===== src/rtl/uart_tx.sv =====
// UART transmitter: one byte per valid/ready handshake, sent as 8N1 on an idle-high line.
// Define UART_TX_PARITY_EN to insert an even-parity bit after data bit 7 (8E1).
module uart_tx #(
  parameter int unsigned clk_freq  = 50000000,
  parameter int unsigned baud_rate = 19200
) (
  input  logic       clk,
  input  logic       rst,
  input  logic       tx_valid,
  input  logic [7:0] tx_data_in,
  output logic       tx_ready,
  output logic       tx,
  output logic       tx_busy,
  output logic       tx_done
);

  localparam int unsigned ClkDiv  = clk_freq / baud_rate;
  localparam logic [11:0] DivLast = 12'(ClkDiv - 1);

  localparam logic [2:0] StIdle   = 3'd0;
  localparam logic [2:0] StStart  = 3'd1;
  localparam logic [2:0] StData   = 3'd2;
`ifdef UART_TX_PARITY_EN
  localparam logic [2:0] StParity = 3'd3;
`endif
  localparam logic [2:0] StStop   = 3'd4;
  localparam logic [2:0] StDone   = 3'd5;

  logic [2:0]  state_q, state_d;
  logic [11:0] div_q, div_d;
  logic [2:0]  idx_q, idx_d;
  logic [7:0]  shift_q, shift_d;
  logic        tx_q, tx_d;
  logic        cell_end;

  assign cell_end = (div_q == DivLast);

  always_comb begin
    state_d = state_q;
    idx_d   = idx_q;
    shift_d = shift_q;
    div_d   = (cell_end || state_q == StIdle || state_q == StDone) ? 12'd0 : div_q + 12'd1;

    case (state_q)
      StIdle: begin
        idx_d = 3'd0;
        if (tx_valid) begin
          shift_d = tx_data_in;
          state_d = StStart;
        end
      end
      StStart: begin
        if (cell_end) state_d = StData;
      end
      StData: begin
        if (cell_end) begin
          idx_d = idx_q + 3'd1;
          if (idx_q == 3'd7) begin
`ifdef UART_TX_PARITY_EN
            state_d = StParity;
`else
            state_d = StStop;
`endif
          end
        end
      end
`ifdef UART_TX_PARITY_EN
      StParity: begin
        if (cell_end) state_d = StStop;
      end
`endif
      StStop: begin
        if (cell_end) state_d = StDone;
      end
      StDone:  state_d = StIdle;
      default: state_d = StIdle;
    endcase

    // Line level follows the next state so tx only moves on state entry or cell boundaries.
    case (state_d)
      StStart:  tx_d = 1'b0;
      StData:   tx_d = shift_d[idx_d];
`ifdef UART_TX_PARITY_EN
      StParity: tx_d = ^shift_d;
`endif
      default:  tx_d = 1'b1;
    endcase
  end

  always_ff @(posedge clk) begin
    if (rst) begin
      state_q <= StIdle;
      div_q   <= 12'd0;
      idx_q   <= 3'd0;
      shift_q <= 8'd0;
      tx_q    <= 1'b1;
    end else begin
      state_q <= state_d;
      div_q   <= div_d;
      idx_q   <= idx_d;
      shift_q <= shift_d;
      tx_q    <= tx_d;
    end
  end

  assign tx       = tx_q;
  assign tx_ready = (state_q == StIdle);
  assign tx_busy  = (state_q != StIdle);
  assign tx_done  = (state_q == StDone);

endmodule


===== config.mk =====
export PLATFORM = sky130hd
export DESIGN_NAME = uart_tx
export DESIGN_NICKNAME = d
export VERILOG_FILES = /design/src/rtl/uart_tx.sv
export SDC_FILE = /design/constraint.sdc
export NUM_CORES = 1
export LEC_CHECK = 0
export CORE_ASPECT_RATIO = 0.6
export CORE_MARGIN = 5
export CORE_UTILIZATION = 47
export DETAILED_ROUTE_END_ITERATION = 10
export GPL_ROUTABILITY_DRIVEN = 0
export PLACE_DENSITY_LB_ADDON = 0.12
export SLEW_MARGIN = 20
export SYNTH_ARGS = -nofsm -noshare
export SYNTH_HDL_FRONTEND = slang
export SYNTH_SLANG_ARGS = --single-unit

===== constraint.sdc =====
create_clock -name clk -period 5.84 [get_ports clk]
set_clock_uncertainty 0.1 [all_clocks]
set_input_delay 1.752 -clock clk [delete_from_list [all_inputs] [get_ports clk]]
set_output_delay 1.752 -clock clk [all_outputs]
set_load 0.005 [all_outputs]

==> results.txt, run 1 <==
- Number of nets produced by synthesis: 163
- Timing analysis after detailed placement gives a worst setup slack of about 2.0 ns.
* Worst Setup Slack, final: 2.23 ns
* Clk Tree Root Cell: sky130_fd_sc_hd__clkbuf_8
* Hold Slack: 0.354 ns
* Finish-stage setup viols: 0
- Measured against its own limit, the worst slew margin works out to 0.609.
* DR WL met3: 119 um
* Final clock period utilization by the worst path: 0.618
- Critical path data required time: 3.99 ns
- DR vias: 1053
- In this run, synthesis inferred 0 flip-flops with an integrated enable.
- Clock tree synthesis found a total of 27 sinks.
- RSZ-0062 raised after global routing: no
- The run finished with clean final reports.
- The critical path goes through nor3_1, clkdlybuf4s50_1.
* Hold violation total from the final report: 0
* Routed wire length per instance: 13.6 um
- PwrDens: between 200 and 250 nW/um2
- The critical path is of the flop to output port type.
- Achievable Freq: 277 MHz
- Area added between synthesis and finish: 15.0%
* Congestion Overflow GR: 0
- In this run the cell area measured after placement is approximately 1500 um2.
- Slew of the pin with the lowest slew margin: 0.585 ns
- Post-Synthesis Mean Instance Area: between 8 and 9 um2
- Instance count of the mapped netlist: 149
* Dominant cell type by area after synthesis: sky130_fd_sc_hd__dfxtp_1
* Clock transition at the registers of the reported paths: 0.09 ns
- Starting Density: 0.506
- Of the cells placed in the final design, the portion with a size suffix greater than 1 is 0.0932.
- R2R Path End: tx
* Highest metal layer with signal wires: met4
- The routed design uses 1.05 mm of met2 wire.
- Count of antenna diodes in the layout: 0
- The floorplan step defined a core boundary enclosing about 2600 um2.
* Start of the worst register-to-register path: div_q[6]
* Die X: 78.2 um
* Worst endpoint data arrival time: 1.76 ns
- Among all stages on the critical path, the largest delay is contributed by sky130_fd_sc_hd__clkdlybuf4s50_1.
* H-tree level count: 1
* First drt pass iteration count: 4
- Average vias per placed instance: 5.46
* Top post-synthesis cells by area: sky130_fd_sc_hd__dfxtp_1 (41%), sky130_fd_sc_hd__nor2_1 (6.9%), sky130_fd_sc_hd__nand2_1 (4.0%)
- In the global route stage, overall resource usage came out at 0.144.
- Of all nets on the critical path, the largest fanout is 11.
- Along the worst hold path, the cell count comes to 2.
* Proportion of netlist area held by the largest area contributor: 0.412
- The most critical setup path has its endpoint at tx_ready.
- In this run the post-CTS setup repair buffer count came out at 0.
- Hold_buf cts: 0
* First-pass GRT wire length: approximately 4.5 mm
- Count of state elements after synthesis: 27
* Most used DFF post-synth: sky130_fd_sc_hd__dfxtp_1
- The die covers roughly 4000 um2.
* Total of cells resized after clock tree synthesis: 0
* Worst voltage drop across the vdd grid: 0.191 mV
* Post-detailed-route count of antenna-violating nets: 0
* Layout Cells excl Fill: 193
- Ports: 15
* Minimum clock period after layout: 3.61 ns
- Largest net degree at the start of global routing: 17
- Vias in the first global route: between 900 and 1000
- Area of all placed cells without fillers: 1510 um2
- Post-route DRC: 0
* Count of yosys warnings during synthesis: 0
- No sink is reached through more buffers than the 2 on the longest clock path.
* Row Count: 14
* Inst Count DP: about 190
* Total half-perimeter wirelength after legalization and detailed placement: 2.00 mm
- Register-to-Register Path Depth: 7
* Nets: 176
- Number of DRC violations after detailed-routing iteration 0: 36
- In this run the register-to-register setup slack is 3.33 ns.
- Counting flops with an async set or reset pin after synthesis yields a share of 0.
- Synthesis instantiated 39 different standard cells from the library.
* Routed WL: ~2.6 mm
* Launch point of the worst path: state_q[2]
* Sequential fraction of the synthesis area: 0.412
* Port bufs: 14
- Kind of capture point of the worst setup path: output port
- The worst hold path belongs to the class flop to flop.
- The worst setup path is launched from a flop.
- TritonCTS built the clock tree.
- Clk_lat worst skew: between 0.2 and 0.3 ns
* Number of max-capacitance violations reported: 0
- In the final routing, the length of wire on met1 measures 1.45 mm.
- Height of the die: 50.9 um
- Cell Area, Synth: roughly 1300 um2
- Antenna violations before repair: 0
- Leakage power figure: 0.561 nW
- Slowest cell delay on critical path: around 0.60 ns
- Number of max-slew violations in the final report: 0
* Total CTS buffers: 3
- After routing, the total negative slack on setup checks comes to 0 ns.
[metal layers]
metal,global-route usage,up-vias
li1,-,545
met1,0.203,487
met2,0.219,19
met3,0.0491,2
met4,0.0174,0
met5,0,-
[sequential cells by signal (all words and copies together) (netlist names)]
signal	flops
div_q	12
shift_q	8
idx_q	3
state_q	3
tx	1
[where the power goes]
group          internal [W]  total (W)  leakage, nW  switching (W)
sequential         0.000189   0.000192        0.220     0.00000345
clock             0.0000478   0.000106       0.0255      0.0000577
combinational     0.0000150  0.0000278        0.316      0.0000128
[final cells by class]
class,count,area (um2)
timing repair buffer,14,140
clock inverter,1,5.00
tap,32,40.0
inverter,4,15.0
multi-input combinational,112,726
sequential,27,541
clock buffer,3,41.3
fill,236,1080
[stage by stage]
stage	util	total power [W]
6_report	0.582	0.000325
5_1_grt	0.582	0.000343
4_1_cts	0.582	0.000329
3_5_place_dp	0.564	0.000224
3_3_place_gp	0.564	0.000224
2_1_floorplan	-	0.000211
[worst min-delay path by stage]
stage	slack [ns]	startpoint	to
floorplan	0.33	div_q[0]	div_q[0]
global placement	0.34	div_q[0]	div_q[0]
detailed placement	0.35	shift_q[1]	shift_q[1]
CTS	0.36	shift_q[1]	shift_q[1]
global route	0.38	shift_q[7]	shift_q[7]
finish	0.35	shift_q[1]	shift_q[1]
[cells in the final DEF (no fill, tap or decap), types with 2 or more instances in the layout]
master	n
sky130_fd_sc_hd__a211oi_1	2
sky130_fd_sc_hd__a21oi_1	7
sky130_fd_sc_hd__a31oi_1	2
sky130_fd_sc_hd__and3_1	2
sky130_fd_sc_hd__and4_1	2
sky130_fd_sc_hd__clkbuf_8	3
sky130_fd_sc_hd__clkdlybuf4s50_1	14
sky130_fd_sc_hd__dfxtp_1	27
sky130_fd_sc_hd__ha_1	3
sky130_fd_sc_hd__inv_1	4
sky130_fd_sc_hd__mux2_2	3
sky130_fd_sc_hd__mux2i_1	3
sky130_fd_sc_hd__nand2_1	14
sky130_fd_sc_hd__nand3_1	8
sky130_fd_sc_hd__nor2_1	24
sky130_fd_sc_hd__nor2b_1	2
sky130_fd_sc_hd__nor3_1	6
sky130_fd_sc_hd__nor4_1	2
sky130_fd_sc_hd__o21ai_0	4
sky130_fd_sc_hd__xnor2_1	4
sky130_fd_sc_hd__xor2_1	6
[worst max-delay path: cells and delay by family (launching register included)]
kind,cells,cell delay [ns]
buffers and inverters,1,0.60
and+or+nand+nor,1,0.48
DFF,1,0.42
[Yosys cell counts, drive strengths merged (2+ instances only)]
cell type and instances:
or4b 2, nor4 2, nor3 7, xor2 6, mux2 4, o21ai 4, xnor2 4, dfxtp 27
and4 2, buf 2, mux2i 3, nor2b 2, nand2 14, ha 3, inv 4, nor2 24
a21oi 7, and3 3, a31oi 2, a211oi 3, nand3 8, clkbuf 4
[kinds of logic (layout without fill, tap and decap cells)]
| group | after synthesis | count (layout) | share of synthesized area |
|---|---|---|---|
| DFF | 27 | 27 | 0.412 |
| and+or+nand+nor | 70 | 70 | 0.276 |
| AOI/OAI and AO/OA | 22 | 22 | 0.125 |
| buffers and inverters | 10 | 22 | 0.0343 |
| muxes | 7 | 7 | 0.0573 |
| adders and majority gates | 3 | 3 | 0.0286 |
| xor gates and xnor gates | 10 | 10 | 0.0668 |
Note: power is estimated with default switching activity, not from simulation.
==> run 2, diff against run 1 <==
clock period = 3.2 ns   (was 5.84 ns; I/O delays follow)
==> results.txt, run 2 (synthesis results as in run 1) <==
- The clock transition time at the flip-flop clock pins of the worst setup and hold paths came to 0.09 ns (about the same).
- The total area of multi-input combinational cells came to 726 um2 (unchanged).
- Count of antenna diodes in the layout: 0 (unchanged)
- Outcome: completed (unchanged)
* Slew of the pin with the lowest slew margin: 0.507 ns (was 0.585 ns)
* Total negative setup slack: 0 ns (unchanged)
- The count of endpoints failing hold in the final timing report is 0 (unchanged).
* Part of the total power dissipated in sequential elements: 0.591 (about the same)
- Most flop-heavy register: div_q (unchanged)
- Finish-stage setup viols: 0 (unchanged)
- The combined flip-flop and latch cell area was 541 um2 (unchanged).
- The number of sinks handled by clock tree synthesis is 27 (unchanged).
* Worst hold path class: flop to flop (unchanged)
- The worst IR drop on VDD came to 0.242 mV (was 0.191 mV).
- Most frequent cells in the layout: sky130_fd_sc_hd__dfxtp_1 (27), sky130_fd_sc_hd__nor2_1 (24), sky130_fd_sc_hd__nand2_1 (14), sky130_fd_sc_hd__clkdlybuf4s50_1 (14), sky130_fd_sc_hd__nand3_1 (8) (unchanged).
- The clock group share of total power came to 0.320 (was 0.324).
- RSZ-0062 raised after global routing: no (unchanged)
* Ports: 15 (unchanged)
- First drt pass iteration count: 4 (unchanged)
* H-tree level count: 1 (unchanged)
- The number of nets with antenna violations after routing was 0 (unchanged).
- The slack of the critical path was 0.385 ns (was 2.23 ns).
- The die extent in y came to 50.9 um (unchanged).
- The global routing usage summed across all routing layers is 0.137 (was 0.144).
* Post-route DRC: 0 (unchanged)
- The number of flip-flops under the largest register name is 12 (unchanged).
- The max-capacitance violation count is 0 (unchanged).
- For the finished layout, the period the worst path requires is 2.82 ns.
* Leakage power figure: 0.568 nW (was 0.561 nW)
- First-pass GRT wire length: 4.37 mm (was 4.52 mm)
* Total of cells resized after clock tree synthesis: 0 (unchanged)
* Combinational power share: 0.089 (was 0.085)
- The sum of net half-perimeters after detailed placement came to 1.95 mm (was 2.00 mm).
* Critical path data required time: 2.14 ns (was 3.99 ns)
- Vias in the first global route: 946 (was 974)
- The count of buffers from port buffering came to 14 (unchanged).
- The power density over cell area came to 390 nW/um2 (was 216 nW/um2).
- Clk Tree Root Cell: sky130_fd_sc_hd__clkbuf_8 (unchanged)
- Antenna violations before repair: 0 (unchanged)
- Maximum buffer depth of the clock tree: 2 (unchanged)
* Beginning of the worst hold path: shift_q[1] (unchanged)
- Worst setup timing slack at the placement stage: 0.359 ns (was 2.05 ns)
- The number of hold buffers added after CTS was 0 (unchanged).
- The fraction of layout instances using a drive strength above 1 is 0.0982 (was 0.0932).
* Buffers inserted by post-CTS timing repair: 0 (unchanged)
* Most common library cell in the layout ignoring fill and taps: sky130_fd_sc_hd__dfxtp_1 (unchanged)
- Relative slew margins: 0.659 (was 0.609)
- Routed wire length per instance: 13.1 um (was 13.6 um)
- Achievable Freq: 355 MHz
* Area of the core: 2590 um2 (unchanged)
- Total CTS buffers: 3 (unchanged)
- Of the available clock period, the critical path in the final layout requires 0.880.
- Routed WL: 2.56 mm (was 2.63 mm)
* DR vias: 1055 (was 1053)
- The type of destination of the critical path was an output port (unchanged).
- Die X: 78.2 um (unchanged)
- Nets: 178 (was 176)
* TritonCTS clock tree: yes (unchanged)
- Row Count: 14 (unchanged)
- Category of the worst setup path launch point: flop (unchanged)
* Launch point of the worst path: state_q[0] (was state_q[2])
- Biggest regs: div_q: 12 flops, shift_q: 8 flops (unchanged)
* Number of max-slew violations in the final report: 0 (unchanged)
- Start of the worst register-to-register path: div_q[6] (unchanged)
- Clk_lat worst skew: 0.27 ns (about the same)
- The type of the worst setup path is flop to output port (unchanged).
- The data arrival time of the critical path came to 1.76 ns (about the same).
- The maximum fanout encountered on the critical timing path was 12 (was 11).
* Congestion Overflow GR: 0 (unchanged)
- Starting Density: 0.506 (unchanged)
- The growth of design area from synthesis to finish is 16.0% (was 15.0%).
* Largest net degree at the start of global routing: 16 (was 17)
* Hold Slack: 0.359 ns (was 0.354 ns)
- Count of fill cells added during filler insertion: 236 (unchanged)
- The number of DRC markers in iteration 0 was 60 (was 36).
- Average vias per placed instance: 5.41 (was 5.46)
* Fraction of power spent switching nets: 0.220 (was 0.227)
- Cell internal pwr: 0.000463 W (was 0.000252 W)
- The net switching power was 0.000130 W (was 0.0000739 W).
- The area of the die was 3980 um2 (unchanged).
## run 2: path summary, 6_finish.rpt
path,cells past startpoint,endpoint,slack (ns)
hold / removal,2,shift_q[1],0.36
setup reg to reg,7,tx,0.71
setup / recovery,2,tx_ready,0.38
hold reg to reg,2,shift_q[1],0.36
## run 2: worst max-delay path, cell delays in order (launching register included)
cell and delay, ns:
sky130_fd_sc_hd__dfxtp_1 0.43, sky130_fd_sc_hd__nor3_1 0.46, sky130_fd_sc_hd__clkdlybuf4s50_1 0.60
## run 2: metrics by stage
| step | std cells | utilization | cell area (um2) | total power [W] |
|---|---|---|---|---|
| 2_1_floorplan | 149 | - | 1310 | 0.000384 |
| 3_3_place_gp | 191 | 0.569 | 1480 | 0.000410 |
| 3_5_place_dp | 191 | 0.569 | 1480 | 0.000411 |
| 4_1_cts | 195 | 0.587 | 1520 | 0.000605 |
| 5_1_grt | 195 | 0.587 | 1520 | 0.000625 |
| 6_report | 195 | 0.587 | 1520 | 0.000593 |
## run 2: layout make-up
| type | instances | share of cell area |
|---|---|---|
| multi-input combinational | 112 | 0.477 |
| sequential | 27 | 0.355 |
| timing repair buffer | 16 | 0.102 |
| clock buffer | 4 | 0.0296 |
| tap | 32 | 0.0263 |
| inverter | 4 | 0.00987 |
## run 2: routing by layer
layer	GRT usage	up-vias	share of wire
met5	0	-	0
met4	0.0262	0	0.0055
met3	0.0474	5	0.044
met2	0.183	19	0.37
met1	0.210	486	0.58
li1	-	545	-
## run 2: power by group through the flow
| stage | registers (W) | clock network (W) | logic, W |
|---|---|---|---|
| global placement | 0.000358 | 0 | 0.0000521 |
| floorplan | 0.000356 | 0 | 0.0000287 |
| CTS | 0.000351 | 0.000201 | 0.0000528 |
| finish | 0.000351 | 0.000190 | 0.0000526 |
| detailed placement | 0.000359 | 0 | 0.0000526 |
| global route | 0.000352 | 0.000215 | 0.0000580 |
==> run 3, diff against run 2 <==
CORE_MARGIN = not set   (was 5)
SKIP_CTS_REPAIR_TIMING = 1   (was not set)
==> results.txt, run 3 (synthesis results as in run 1) <==
* Outcome: completed (unchanged)
- The number of CTS-inserted buffers is 3 (unchanged).
- The leftover overflow at the end of global routing is 0 (unchanged).
* Final clock period utilization by the worst path: 0.895 (was 0.880)
* Worst hold path class: flop to flop (unchanged)
- Largest net degree at the start of global routing: 16 (unchanged)
- Critical path peak fanout: 12 (unchanged)
- Antenna violations before repair: 0 (unchanged)
* Most frequent cells in the layout: sky130_fd_sc_hd__dfxtp_1 (27), sky130_fd_sc_hd__nor2_1 (24), sky130_fd_sc_hd__nand2_1 (14), sky130_fd_sc_hd__clkdlybuf4s50_1 (14), sky130_fd_sc_hd__nand3_1 (8) (unchanged)
- Number of max-capacitance violations reported: 0 (unchanged)
- The number of H-tree levels came to 1 (unchanged).
- RSZ-0062 raised after global routing: no (unchanged)
* Fraction of power spent switching nets: 0.224 (was 0.220)
- The utilization of the core after routing was 0.591 (was 0.587).
- The launching element type of the critical path is a flop (unchanged).
- Buffers and inverters on the worst path: 1 (unchanged)
- The growth of design area from synthesis to finish came to 16.1% (was 16.0%).
- The area of the die came to 3010 um2 (was 3980 um2).
* Height of the die: 42.9 um (was 50.9 um)
- The total number of vias is 1085 (was 1055).
- The total DRC errors in the routed layout came to 0 (unchanged).
- Total half-perimeter wirelength after legalization and detailed placement: 2.05 mm (was 1.95 mm)
- Hold violation total from the final report: 0 (unchanged)
- Achievable Freq: 349 MHz (was 355 MHz)
* Row Count: 14 (unchanged)
- The final total negative setup slack came to 0 ns (unchanged).
- The worst-margin pin slew was 0.544 ns (was 0.507 ns).
- First-pass GRT wire length: 4.38 mm (was 4.37 mm)
* Number of DRC violations after detailed-routing iteration 0: 68 (was 60)
- The mean routed wirelength per cell is 13.6 um (was 13.1 um).
* Hold Slack: 0.362 ns (was 0.359 ns)
- PwrDens: 390 nW/um2 (about the same)
- The launch point of the critical path is state_q[0] (unchanged).
- The starting density of the core came to 0.509 (was 0.506).
- The data arrival time of the critical path was 1.81 ns (was 1.76 ns).
- The root buffer selected by CTS is sky130_fd_sc_hd__clkbuf_8 (unchanged).
* Routed WL: 2.66 mm (was 2.56 mm)
- First drt pass iteration count: 4 (unchanged)
- Finish-stage setup viols: 0 (unchanged)
* Post-detailed-route count of antenna-violating nets: 0 (unchanged)
- Clk network pwr share: 0.319 (was 0.320)
- Critical path's slowest cell: sky130_fd_sc_hd__clkdlybuf4s50_1 (unchanged)
* Beginning of the worst hold path: shift_q[1] (unchanged)
- The delay of the slowest cell on the worst path is 0.60 ns (about the same).
* Global Route Usage Sum: 0.189 (was 0.137)
* Average vias per placed instance: 5.56 (was 5.41)
- Crit-path leading delay family: buffers and inverters (unchanged)
* Max FFs per register: 12 (unchanged)
- Start of the worst register-to-register path: div_q[6] (unchanged)
- Area of all placed cells without fillers: 1520 um2 (about the same)
- Most flop-heavy register: div_q (unchanged)
* Maximum buffer depth of the clock tree: 2 (unchanged)
- Count of antenna diodes in the layout: 0 (unchanged)
* Part of the total power dissipated in sequential elements: 0.591 (about the same)
- The worst IR drop on VDD is 0.295 mV (was 0.242 mV).
- The number of top-level pins was 15 (unchanged).
- The clock tree from TritonCTS is yes (unchanged).
- Switching power of the nets: 0.000133 W (was 0.000130 W)
- The required time of the critical path was 2.14 ns (about the same).
- The fraction of layout instances using a drive strength above 1 is 0.104 (was 0.0982).
- Port bufs: 14 (unchanged)
- The number of sinks handled by clock tree synthesis is 27 (unchanged).
- The type of destination of the critical path is an output port (unchanged).
- Nets: 178 (unchanged)
* Leakage power figure: 0.571 nW (was 0.568 nW)
- The portion of total power attributed to combinational logic was 0.090 (was 0.089).
- The die extent in x came to 70.2 um (was 78.2 um).
- Biggest regs: div_q: 12 flops, shift_q: 8 flops (unchanged).
- Vias in the first global route: 923 (was 946)
- The cell area after placement came to 1480 um2 (unchanged).
* Minimum clock period after layout: 2.87 ns (was 2.82 ns)
- The max-slew violation count was 0 (unchanged).
* Count of fill cells added during filler insertion: 230 (was 236)
* Area of the core: 2570 um2 (was 2590 um2)
* Relative slew margins: 0.635 (was 0.659)
- Post-route total power: 0.000594 W (was 0.000593 W)
* Clk_lat worst skew: 0.27 ns (about the same)
* Cell internal pwr: 0.000461 W (was 0.000463 W)
- The leading cell type in the layout, fill and taps excluded is sky130_fd_sc_hd__dfxtp_1 (unchanged).
- The type of the worst setup path is flop to output port (unchanged).
* Clock transition at the registers of the reported paths: 0.09 ns (about the same)
- CP cell instances: nor3_1, clkdlybuf4s50_1 (unchanged)
==> run 3: routing by layer <==
metal | routed length, um | GRT usage | part of all wire
met5 | 0 | 0 | 0
met3 | 100 | 0.0570 | 0.038
met2 | 1040 | 0.258 | 0.39
met1 | 1510 | 0.293 | 0.57
met4 | 8 | 0.0240 | 0.0030
==> run 3: power groups by stage <==
stage / sequential [W] / clock, W / combinational, W
final: 0.000351 / 0.000190 / 0.0000533
after global routing: 0.000352 / 0.000211 / 0.0000585
after CTS: 0.000351 / 0.000197 / 0.0000529
after detailed placement: 0.000359 / 0 / 0.0000527
after global placement: 0.000358 / 0 / 0.0000518
after floorplan: 0.000356 / 0 / 0.0000287
==> run 3: per-stage QoR <==
stage / worst slack [ns] / std cells
after global routing: 0.234 / 195
final: 0.335 / 195
after CTS: 0.348 / 195
after global placement: 0.265 / 191
after floorplan: 0.726 / 149
after detailed placement: 0.265 / 191
==> run 3: worst min-delay path: cells and delay by family, from the launching register on <==
family	cells	cell delay [ns]
simple gates	1	0.05
compound gates	1	0.05
flops	1	0.32
==> run 3: cell type report <==
cell class	instances	area, um2	share of cell area
Tap cell	32	40.0	0.0263
Inverter	4	15.0	0.00986
Clock inverter	1	5.00	0.00329
Clock buffer	3	41.3	0.0271
Timing Repair Buffer	16	155	0.102
Sequential cell	27	541	0.355
Multi-Input combinational cell	112	726	0.477
==> run 3: final timing paths <==
check	to	slack [ns]	cells past startpoint
max	tx_ready	0.33	2
min	shift_q[1]	0.36	2
max reg2reg	tx	0.62	7
min reg2reg	shift_q[1]	0.36	2
